$ cat src/rtl/ep_in_sched.sv
// ep_in_sched: shares the EP3 IN buffer between two byte FIFOs with block-granular ownership.
// One byte per 4 cycles; partial blocks are force-committed after FLUSH_TIMEOUT idle cycles.
module ep_in_sched #(
  parameter int ACK_TIMEOUT   = 7,
  parameter int FLUSH_TIMEOUT = 4096,
  parameter int TO_W          = 13
) (
  input  logic        clk,
  input  logic        reset,
  input  logic [10:0] cfg_commit_len,
  input  logic        req0_empty,
  output logic        req0_rdreq,
  input  logic [7:0]  req0_q,
  input  logic        req1_empty,
  output logic        req1_rdreq,
  input  logic [7:0]  req1_q,
  output logic [10:0] usb_in_addr,
  output logic [7:0]  usb_in_data,
  output logic        usb_in_wren,
  output logic        usb_in_commit,
  output logic [10:0] usb_in_commit_len,
  input  logic        usb_in_ready,
  input  logic        usb_in_commit_ack,
  output logic        stat_owner,
  output logic [15:0] stat_blocks,
  output logic [7:0]  stat_flushes,
  output logic [7:0]  stat_ack_to
);
  localparam int AT_W = $clog2(ACK_TIMEOUT + 2);
  localparam logic [AT_W-1:0] ACK_LAST   = AT_W'(ACK_TIMEOUT - 1);
  localparam logic [TO_W-1:0] FLUSH_LAST = TO_W'(FLUSH_TIMEOUT - 1);

  typedef enum logic [2:0] {S_IDLE, S_READ, S_WRITE, S_NEXT, S_COMMIT, S_WAIT_ACK} state_t;

  state_t            state, state_n;
  logic [10:0]       cnt, cnt_n, len, len_n;
  logic              owner, owner_n, rr, rr_n;
  logic [TO_W-1:0]   ftmr, ftmr_n;
  logic [AT_W-1:0]   atmr, atmr_n;
  logic              ack_1, ack_2;
  logic              rd0_n, rd1_n, wren_n, commit_n;
  logic [10:0]       addr_n, clen_n;
  logic [7:0]        data_n, flushes_n, ack_to_n;
  logic [15:0]       blocks_n;

  logic grant, owner_empty, ack_fall;

  // When both requesters are waiting the round-robin pointer decides.
  assign grant       = req0_empty ? 1'b1 : (req1_empty ? 1'b0 : rr);
  assign owner_empty = owner ? req1_empty : req0_empty;
  assign ack_fall    = ack_2 & ~ack_1;
  assign stat_owner  = owner;

  always_comb begin
    state_n   = state;
    cnt_n     = cnt;
    len_n     = len;
    owner_n   = owner;
    rr_n      = rr;
    ftmr_n    = ftmr;
    atmr_n    = atmr;
    rd0_n     = 1'b0;
    rd1_n     = 1'b0;
    wren_n    = 1'b0;
    commit_n  = 1'b0;
    addr_n    = usb_in_addr;
    data_n    = usb_in_data;
    clen_n    = usb_in_commit_len;
    blocks_n  = stat_blocks;
    flushes_n = stat_flushes;
    ack_to_n  = stat_ack_to;
    case (state)
      S_IDLE: begin
        if (usb_in_ready) begin
          if (cnt == 11'd0) begin
            if (!req0_empty || !req1_empty) begin
              owner_n = grant;
              len_n   = (cfg_commit_len == 11'd0) ? 11'd1 : cfg_commit_len;
              rd0_n   = ~grant;
              rd1_n   = grant;
              ftmr_n  = '0;
              state_n = S_READ;
            end
          end else if (!owner_empty) begin
            rd0_n   = ~owner;
            rd1_n   = owner;
            ftmr_n  = '0;
            state_n = S_READ;
          end else if (ftmr == FLUSH_LAST) begin
            len_n     = cnt;
            flushes_n = stat_flushes + 8'd1;
            state_n   = S_COMMIT;
          end else begin
            ftmr_n = ftmr + 1'b1;
          end
        end
      end
      S_READ: state_n = S_WRITE;
      S_WRITE: begin
        data_n  = owner ? req1_q : req0_q;
        addr_n  = cnt;
        wren_n  = 1'b1;
        state_n = S_NEXT;
      end
      S_NEXT: begin
        if (cnt == len - 11'd1) begin
          state_n = S_COMMIT;
        end else begin
          cnt_n   = cnt + 11'd1;
          state_n = S_IDLE;
        end
      end
      S_COMMIT: begin
        commit_n = 1'b1;
        clen_n   = len;
        cnt_n    = '0;
        atmr_n   = '0;
        ftmr_n   = '0;
        state_n  = S_WAIT_ACK;
      end
      S_WAIT_ACK: begin
        // A falling edge seen in the same cycle as the timeout still counts as acked.
        if (ack_fall || (atmr > ACK_LAST)) begin
          if (!ack_fall) ack_to_n = stat_ack_to + 8'd1;
          blocks_n = stat_blocks + 16'd1;
          rr_n     = ~owner;
          state_n  = S_IDLE;
        end else begin
          atmr_n = atmr + 1'b1;
        end
      end
      default: state_n = S_IDLE;
    endcase
  end

  always_ff @(posedge clk) begin
    if (reset) begin
      state             <= S_IDLE;
      cnt               <= '0;
      len               <= '0;
      owner             <= 1'b0;
      rr                <= 1'b0;
      ftmr              <= '0;
      atmr              <= '0;
      ack_1             <= 1'b0;
      ack_2             <= 1'b0;
      req0_rdreq        <= 1'b0;
      req1_rdreq        <= 1'b0;
      usb_in_addr       <= '0;
      usb_in_data       <= '0;
      usb_in_wren       <= 1'b0;
      usb_in_commit     <= 1'b0;
      usb_in_commit_len <= '0;
      stat_blocks       <= '0;
      stat_flushes      <= '0;
      stat_ack_to       <= '0;
    end else begin
      state             <= state_n;
      cnt               <= cnt_n;
      len               <= len_n;
      owner             <= owner_n;
      rr                <= rr_n;
      ftmr              <= ftmr_n;
      atmr              <= atmr_n;
      ack_1             <= usb_in_commit_ack;
      ack_2             <= ack_1;
      req0_rdreq        <= rd0_n;
      req1_rdreq        <= rd1_n;
      usb_in_addr       <= addr_n;
      usb_in_data       <= data_n;
      usb_in_wren       <= wren_n;
      usb_in_commit     <= commit_n;
      usb_in_commit_len <= clen_n;
      stat_blocks       <= blocks_n;
      stat_flushes      <= flushes_n;
      stat_ack_to       <= ack_to_n;
    end
  end
endmodule

$ cat config.mk
export PLATFORM = sky130hd
export DESIGN_NAME = ep_in_sched
export DESIGN_NICKNAME = d
export VERILOG_FILES = /design/src/rtl/ep_in_sched.sv
export SDC_FILE = /design/constraint.sdc
export NUM_CORES = 1
export LEC_CHECK = 0
export BUFFER_PORTS_ARGS = -buffer_cell sky130_fd_sc_hd__buf_2
export CAP_MARGIN = 20
export CORE_ASPECT_RATIO = 0.75
export CORE_MARGIN = 10
export CORE_UTILIZATION = 45
export DETAILED_ROUTE_END_ITERATION = 7
export PLACE_DENSITY = 0.64
export SETUP_SLACK_MARGIN = 0.1
export SYNTH_ARGS = -nofsm -noshare
export SYNTH_HDL_FRONTEND = slang
export SYNTH_SLANG_ARGS = --single-unit
$ cat constraint.sdc
create_clock -name clk -period 3.9 [get_ports clk]
set_input_delay 0.39 -clock clk [delete_from_list [all_inputs] [get_ports clk]]
set_output_delay 0.39 -clock clk [all_outputs]
set_load 0.01 [all_outputs]
Yosys cells after proc, flatten, opt, wreduce, memory -nomap -nowiden
Index checks and enable logic that the tools add are counted.

storage, ports and cells
  register bits after elaboration = 112
  latch bits = 0
  memories = 0
  input bits = 33
  RAM bits = 0
  memory bits (read-only) = 0

cells by class
  div/mod/pow operators = 0
  multiply operators = 0
  add/subtract/negate cells = 7
  multiplexer cells = 35
  shifts and indexed selects = 0
  order comparisons = 1
  eq/ne operators = 15
  reduce and logical (&&, ||, !) cells = 22
  bitwise gates (word level) = 8

operators with widths
  operator                                               count
  2-to-1 mux 11 bit                                      6
  2-to-1 mux 13 bit                                      5
  case mux 13 bit (2 select lines)                       1
  zero test 11 bit                                       2
  case mux 11 bit (2 select lines)                       1
  2-to-1 mux 3 bit                                       7
  case mux 3 bit (6 select lines)                        1
  adder 16 x 1 -> 16 bit, second input constant          1
  adder 8 x 1 -> 8 bit, second input constant            2
  adder 13 x 1 -> 13 bit, second input constant          1
  equality test 13 x 12 -> 1 bit, second input constant  1
  AND reduction 4 bit                                    3
  adder 11 x 1 -> 11 bit, second input constant          1
  equality test 11 bit                                   1
  2-to-1 mux 1 bit                                       11
  subtractor 11 x 1 -> 11 bit, second input constant     1
  AND reduction 5 bit                                    2
  nonzero test 2 bit                                     5
  2-to-1 mux 8 bit                                       1
  != test 2 bit, second input constant                   4
  != test 4 bit, second input constant                   2
  case mux 4 bit (2 select lines)                        1
  NOT 1 bit                                              7
  equality test 3 x 2 -> 1 bit, second input constant    2
  other kinds (14)                                       19

Logic depth before layout (Yosys ltp)
Gate-level depths: netlist (run 1).

  word-level depth = 6
  depth in mapped cells = 12

Worst setup path before layout (run 1)
OpenSTA, ideal clock, no wires.

  kind = register to register
  start point = register len[0]
  end point = register cnt[9]
  buffers on the path = 2
  cell stages (with the launch flop) = 12
  arrival = 2,513 ps
  setup time = 70 ps
  period minus slack after synthesis = 2,583 ps
  path slack = 1,317 ps
  cells stage by stage = dfxtp_1 > inv_1 > ha_1 > or4b_4 > buf_6 > xnor2_2 > nor4_1 > and2_1 > o2111a_2 > buf_6 > or4_1 > a21oi_1

between the ends
  cells in the longest elaborated chain, start to end = 4

ends and longest elaborated chain
  item                           line  text
  from (decl)                    36    logic [10:0] cnt, cnt_n, len, len_n;
  from (signal assigned)         160   len <= len_n;
  subtractor 11 x 1 -> 11 bit    106   if (cnt == len - 11'd1) begin
  equality test 11 bit           106
  != test 2 bit (no line)        --
  AND reduction 2 bit (no line)  --
  to (signal assigned)           159   cnt <= cnt_n;
  to (decl)                      36

No other way between the ends.
A chain may end at the register's enable or synchronous reset.

Worst setup path in the final report (run 1)
  start point = register len[0]
  end point = register cnt[5]

The elaborated chain is that of the path after synthesis.

==> results of run 1 <==
state kept, by name (all words and copies together), names as in the netlist, 3 cells and up:
signal / flops
usb_in_commit_len: 11
stat_blocks: 16
len: 11
cnt: 11
usb_in_data: 8
state: 3
atmr: 4
usb_in_addr: 11
stat_flushes: 8
stat_ack_to: 8
ftmr: 13
worst max-delay path: stages (launching register included):
cell,delay [ps]
dfxtp_1,370
inv_1,80
ha_1,240
or4b_4,550
a2111oi_2,380
o32ai_1,150
a21oi_1,230
o2111a_2,480
or3_1,180
a21oi_1,70
kinds of logic (layout without fill, tap and decap cells):
kind of cell	count (synthesis)	after routing	share of synthesized area, %
AND/OR/NAND/NOR	276	276	26.0
AO/OA/AOI/OAI	116	116	13.8
flip-flops	112	112	42.6
buffers and inverters	50	127	4.38
XOR/XNOR	49	49	8.30
multiplexers	14	14	2.69
adder cells (fa/ha/maj)	9	9	2.14
cells in the mapped netlist, types with 2 or more instances:
cell type and count:
or3_1 9, and2_1 3, nand2b_1 5, nor3_1 9
buf_1 4, nor4b_1 2, nand4_1 22, buf_6 4
a31oi_1 2, nor4_1 5, mux2i_1 13, buf_2 7
and4_1 4, xnor2_1 13, nand3b_1 5, dfxtp_1 112
xor2_1 35, o31ai_1 5, a21oi_1 54, nand2_1 78
nand3_1 16, clkbuf_1 27, o21ai_1 9, o21ai_0 8
a211oi_1 21, ha_1 9, nor3b_1 3, nor2_1 82
nor2b_1 6, o211ai_1 3, or4_1 9, inv_1 7
and3_1 8, o21a_1 2
metal layers:
| metal | up-vias | track usage [%] | part of all wire (%) |
|---|---|---|---|
| li1 | 2346 | - | - |
| met1 | 2089 | 21.2 | 48 |
| met4 | 2 | 4.84 | 1.3 |
| met3 | 14 | 6.06 | 9.0 |
| met5 | - | 0 | 0.14 |
| met2 | 149 | 22.7 | 42 |
how the worst max path moves through the flow:
stage                     cells after the start      end    from
final                                         9   cnt[5]  len[0]
after global routing                          9  ftmr[8]  cnt[0]
after CTS                                     9  ftmr[8]  cnt[0]
after detailed placement                      9  ftmr[8]  cnt[0]
after global placement                        9  ftmr[8]  cnt[0]
after floorplan                              11   cnt[9]  len[0]
power groups by stage:
stage / sequential, mW / clock (mW) / combinational (mW)
after floorplan: 1.32 / 0 / 0.610
after global placement: 1.38 / 0 / 0.695
after detailed placement: 1.38 / 0 / 0.705
after CTS: 1.36 / 0.933 / 0.708
after global routing: 1.37 / 0.973 / 0.793
final: 1.36 / 0.908 / 0.709
cell type report:
type | instances | area, um^2
Tap cell | 162 | 203
Clock buffer | 12 | 246
Timing Repair Buffer | 105 | 538
Inverter | 7 | 26.3
Fill cell | 1099 | 5430
Sequential cell | 112 | 2240
Clock inverter | 3 | 42.5
Multi-Input combinational cell | 464 | 2800
==> flow_summary.toml, run 1 <==
[run_status]
status = "finished clean"

[final_layout]
final_common_cell = "dfxtp_1"
nNetsFinal = 741
mostFrequentLayoutCells = "112 x dfxtp_1, 100 x buf_2, 82 x nor2_1"
utilization_pct = 52.9
drive_gt1_share_pct = 18.8
syn_to_final_growth_pct = 16.0
num_antenna_cells = 0
design_area_um2 = 6100
layout.cells.non_filler = 865

[min_path]
holdPathStages = 2
min_to = "req0_rdreq"
min_path_type = "in -> reg"
worstHoldStart = "req0_empty"

[logic_synthesis]
syn_area_per_cell_um2 = 8.40
synth_edf_count = 0
synth.net_count = 668
syn_inst = 626
ys_async_sr_fraction_pct = 0
synth-main-ff-cell = "dfxtp_1"
ys_seq_area_share_pct = 42.6
ys_ff_latch = 112
yosysTopAreaCellShare_pct = 42.6
synthesis.area_um2 = 5260
synth.distinct_cells = 59
ys_top_cells_by_area = "dfxtp_1 43%, nor2_1 5.9%, xor2_1 5.8%"
synth_warnings = 0
synth.largest_area_cell = "dfxtp_1"

[clock_network]
ctsLongestPathBuffers = 2
cts_tree = "done"
cts.clk_slew.worst_paths_ps = 70
root_buffer = "clkbuf_16"
cts_resized = 0
cts.sinks = 112
cts_setup_buffers = 0
ctsHoldBuffers = 0
htreeDepth = 3
cts_buffers = 9
clkLatencyLatePin_ps = 350

[power_and_ir_drop]
powerDensity_nw_per_um2 = 487
p_seq_share_pct = 45.6
total_power_mw = 2.97
p_sw_share_pct = 31.3
leakagePower_nw = 2.41
power_frac_clock_pct = 30.5
vdd_drop_max_uv = 221
intPower_mw = 2.04
p_sw_uw = 931
power_frac_comb_pct = 23.9

[timing]
slew_headroom_pct = 38.7
fin_crit_ps = 2870
fmax_ghz = 0.348
whs_ps = 264
fin_tns_setup_ps = 0
fin_crit_sh_pct = 73.7
setup-violations-final = 0
setup_ws_ps = 1030
rsz0062_at_grt = "no"
worstMarginPinSlew_ps = 920
slew_violations = 0
hold_viol_final = 0
skew_ps = 7.34

[drt]
drt-pass1-iter-count = 4
drcViolationCount = 0
drt_iter0_drc = 372
wl_per_cell_um = 15.1
vias = 4600
ant_nets = 0
routed_wl_um = 13000
viasPerCell = 5.32

[critical_path]
r2r_setup_slack_ps = 1030
arrival_ps = 3080
reg2reg_to = "cnt[5]"
path_max_fanout = 21
rr_worst_depth = 9
crit_path_end_kind = "register"
worstReg2RegStart = "len[0]"
crit_required_ps = 4110
crit_type = "reg -> reg"
start_kind = "register"

[die]
die-area_um2 = 16500
rows = 34
dieWidth_um = 145
ios = 100
fp.coreArea_um2 = 11500
die_y_um = 114
start_util_pct = 45.6

[global_route]
grt_usage_pct = 15.8
grt_pass1_wl_um = 21300
grt_max_degree = 87
grt-ovfl-total = 0
antenna_found_initial = 1
grt_pass1_vias = 4340

[place]
dp_cells = 849
gp_congestion = 0.890
pre_cts_ws_ps = 1090
hpwl_um = 9410
placed_area_um2 = 5810
io_buffers = 99

[job]
drv_cap = 0
No activity file was read; power rests on OpenSTA's default activity.
==> run 2: changes to the inputs <==
--- a/config.mk
+++ b/config.mk
@@ -11,7 +11,7 @@
 export CORE_MARGIN = 10
 export CORE_UTILIZATION = 45
 export DETAILED_ROUTE_END_ITERATION = 7
-export PLACE_DENSITY = 0.64
+export PLACE_DENSITY = 0.67
 export SETUP_SLACK_MARGIN = 0.1
 export SYNTH_ARGS = -nofsm -noshare
 export SYNTH_HDL_FRONTEND = slang
==> constraint.sdc (replaced) <==
create_clock -name clk -period 2.5 [get_ports clk]
set_input_delay 0.25 -clock clk [delete_from_list [all_inputs] [get_ports clk]]
set_output_delay 0.25 -clock clk [all_outputs]
set_load 0.01 [all_outputs]
==> run 2 against run 1 <==
Against the previous run: the flow now finishes with violations (setup timing); combinational power rose to 2.6 times the previous value; wire length rose by 15%; sequential power increased by 51%; worst setup slack lost 1100 ps; register-to-register slack lost 1100 ps; first-iteration DRC count down 33%; global-route usage rose by 2.1 points; utilization up 8.3 points; sequential cell count stayed put; critical path type unchanged; highest routed layer is now met4.
==> flow_summary.toml, run 2 (same netlist as run 1, synthesis figures left out) <==
[drt]
viasPerCell = 5.39
vias = 4997
drt_iter0_drc = 248
wl_per_cell_um = 16.2
routed_wl_um = 15000
drt-pass1-iter-count = 5
drcViolationCount = 0
ant_nets = 0

[power_and_ir_drop]
powerDensity_nw_per_um2 = 774
leakagePower_nw = 2.86
vdd_drop_max_uv = 383

[final_layout]
syn_to_final_growth_pct = 34.2
multi_input_area_um2 = 3170
mostFrequentLayoutCells = "108 x dfxtp_1, 99 x buf_2, 74 x nand2_1"
num_antenna_cells = 0
drive_gt1_share_pct = 32.9
seq_area_um2 = 2250
largest_reg_flops = 16
nNetsFinal = 802
final_common_cell = "dfxtp_1"
layout.cells.non_filler = 927
max_flop_register = "stat_blocks"
fill_cells = 990
top_regs = "stat_blocks (16), ftmr (13)"

[place]
hpwl_um = 10500
gp_congestion = 0.900
dp_cells = 896
io_buffers = 99
pre_cts_ws_ps = -171

[critical_path]
r2r_setup_slack_ps = -40
arrival_ps = 2830
path_max_fanout = 7
crit_required_ps = 2790
start_kind = "register"
crit_path_end_kind = "register"
crit_type = "reg -> reg"

[die]
ios = 100
rows = 34
die_y_um = 114
die-area_um2 = 16500
fp.coreArea_um2 = 11500
dieWidth_um = 145
start_util_pct = 45.6

[clock_network]
clkLatencyLatePin_ps = 350
ctsLongestPathBuffers = 2
cts.sinks = 112
cts.clk_slew.worst_paths_ps = 70
htreeDepth = 3
cts_buffers = 9
root_buffer = "clkbuf_16"
cts_tree = "done"

[timing]
setup-violations-final = 2
setup_ws_ps = -44.9
worstMarginPinSlew_ps = 629
fin_crit_sh_pct = 102
fin_crit_ps = 2540
slew_violations = 0
slew_headroom_pct = 58.0
hold_viol_final = 0
skew_ps = 6.25
fmax_ghz = 0.393
rsz0062_at_grt = "yes"

[global_route]
grt_pass1_wl_um = 24100
grt_max_degree = 87
antenna_found_initial = 0
grt-ovfl-total = 0
grt_usage_pct = 17.8
grt_pass1_vias = 4816

[job]
drv_cap = 0

[min_path]
min_path_type = "in -> reg"

[run_status]
status = "finished, violations left"
violations = "setup timing"
-- run 2: worst paths after layout --
check	startpoint	to	cells past startpoint
max	len[1]	cnt[4]	10
min reg2reg	usb_in_addr[1]	usb_in_addr[1]	2
min	usb_in_commit_ack	ack_1	2
max reg2reg	len[1]	cnt[4]	10
-- run 2: final cells by class --
cell class              instances  share of cell area (%)
flip-flops and latches        112                    31.8
multi-input cells             466                    45.0
clock inverters                 7                    1.33
well taps                     162                    2.87
clock buffers                   9                    3.19
repair buffers                164                    15.4
inverters                       7                   0.372
-- run 2: metrics by stage --
stage	TNS, ps	hold WS [ps]	power, mW	util, %	cell area, um^2
2_1_floorplan	0	327	3.06	-	5320
3_3_place_gp	-652	441	3.50	54.0	6230
3_5_place_dp	-1960	446	3.52	54.0	6230
4_1_cts	-42.7	98.6	5.23	58.7	6770
5_1_grt	-1240	113	5.74	61.2	7060
6_report	-64.0	102	5.46	61.2	7060
-- run 2: power breakdown --
group          internal (mW)  switching (mW)
logic                  0.879           0.981
clock network          0.878           0.664
registers               1.92           0.138
-- run 2: worst max-delay path, cell delays in order, from the launching register on --
cell,delay [ps]
dfxtp_2,330
inv_2,70
ha_4,140
or4b_4,550
xnor2_2,160
nor4_1,50
and2_1,180
o2111a_2,350
buf_12,160
or4_4,410
o21ai_1,80
-- run 2: repair_timing --
item	in CTS	in global routing
hold buffers	0	0
resized for setup	32	45
pin swaps	37	21
endpoints found under the setup margin	37	46
gates cloned	3	1
buffers inserted	6	5
-- run 2: metal layers --
metal | global-route usage, % | part of all wire, %
met1 | 23.9 | 46
met3 | 4.98 | 7.1
met2 | 27.5 | 46
met5 | 0 | 0
met4 | 4.84 | 0.93
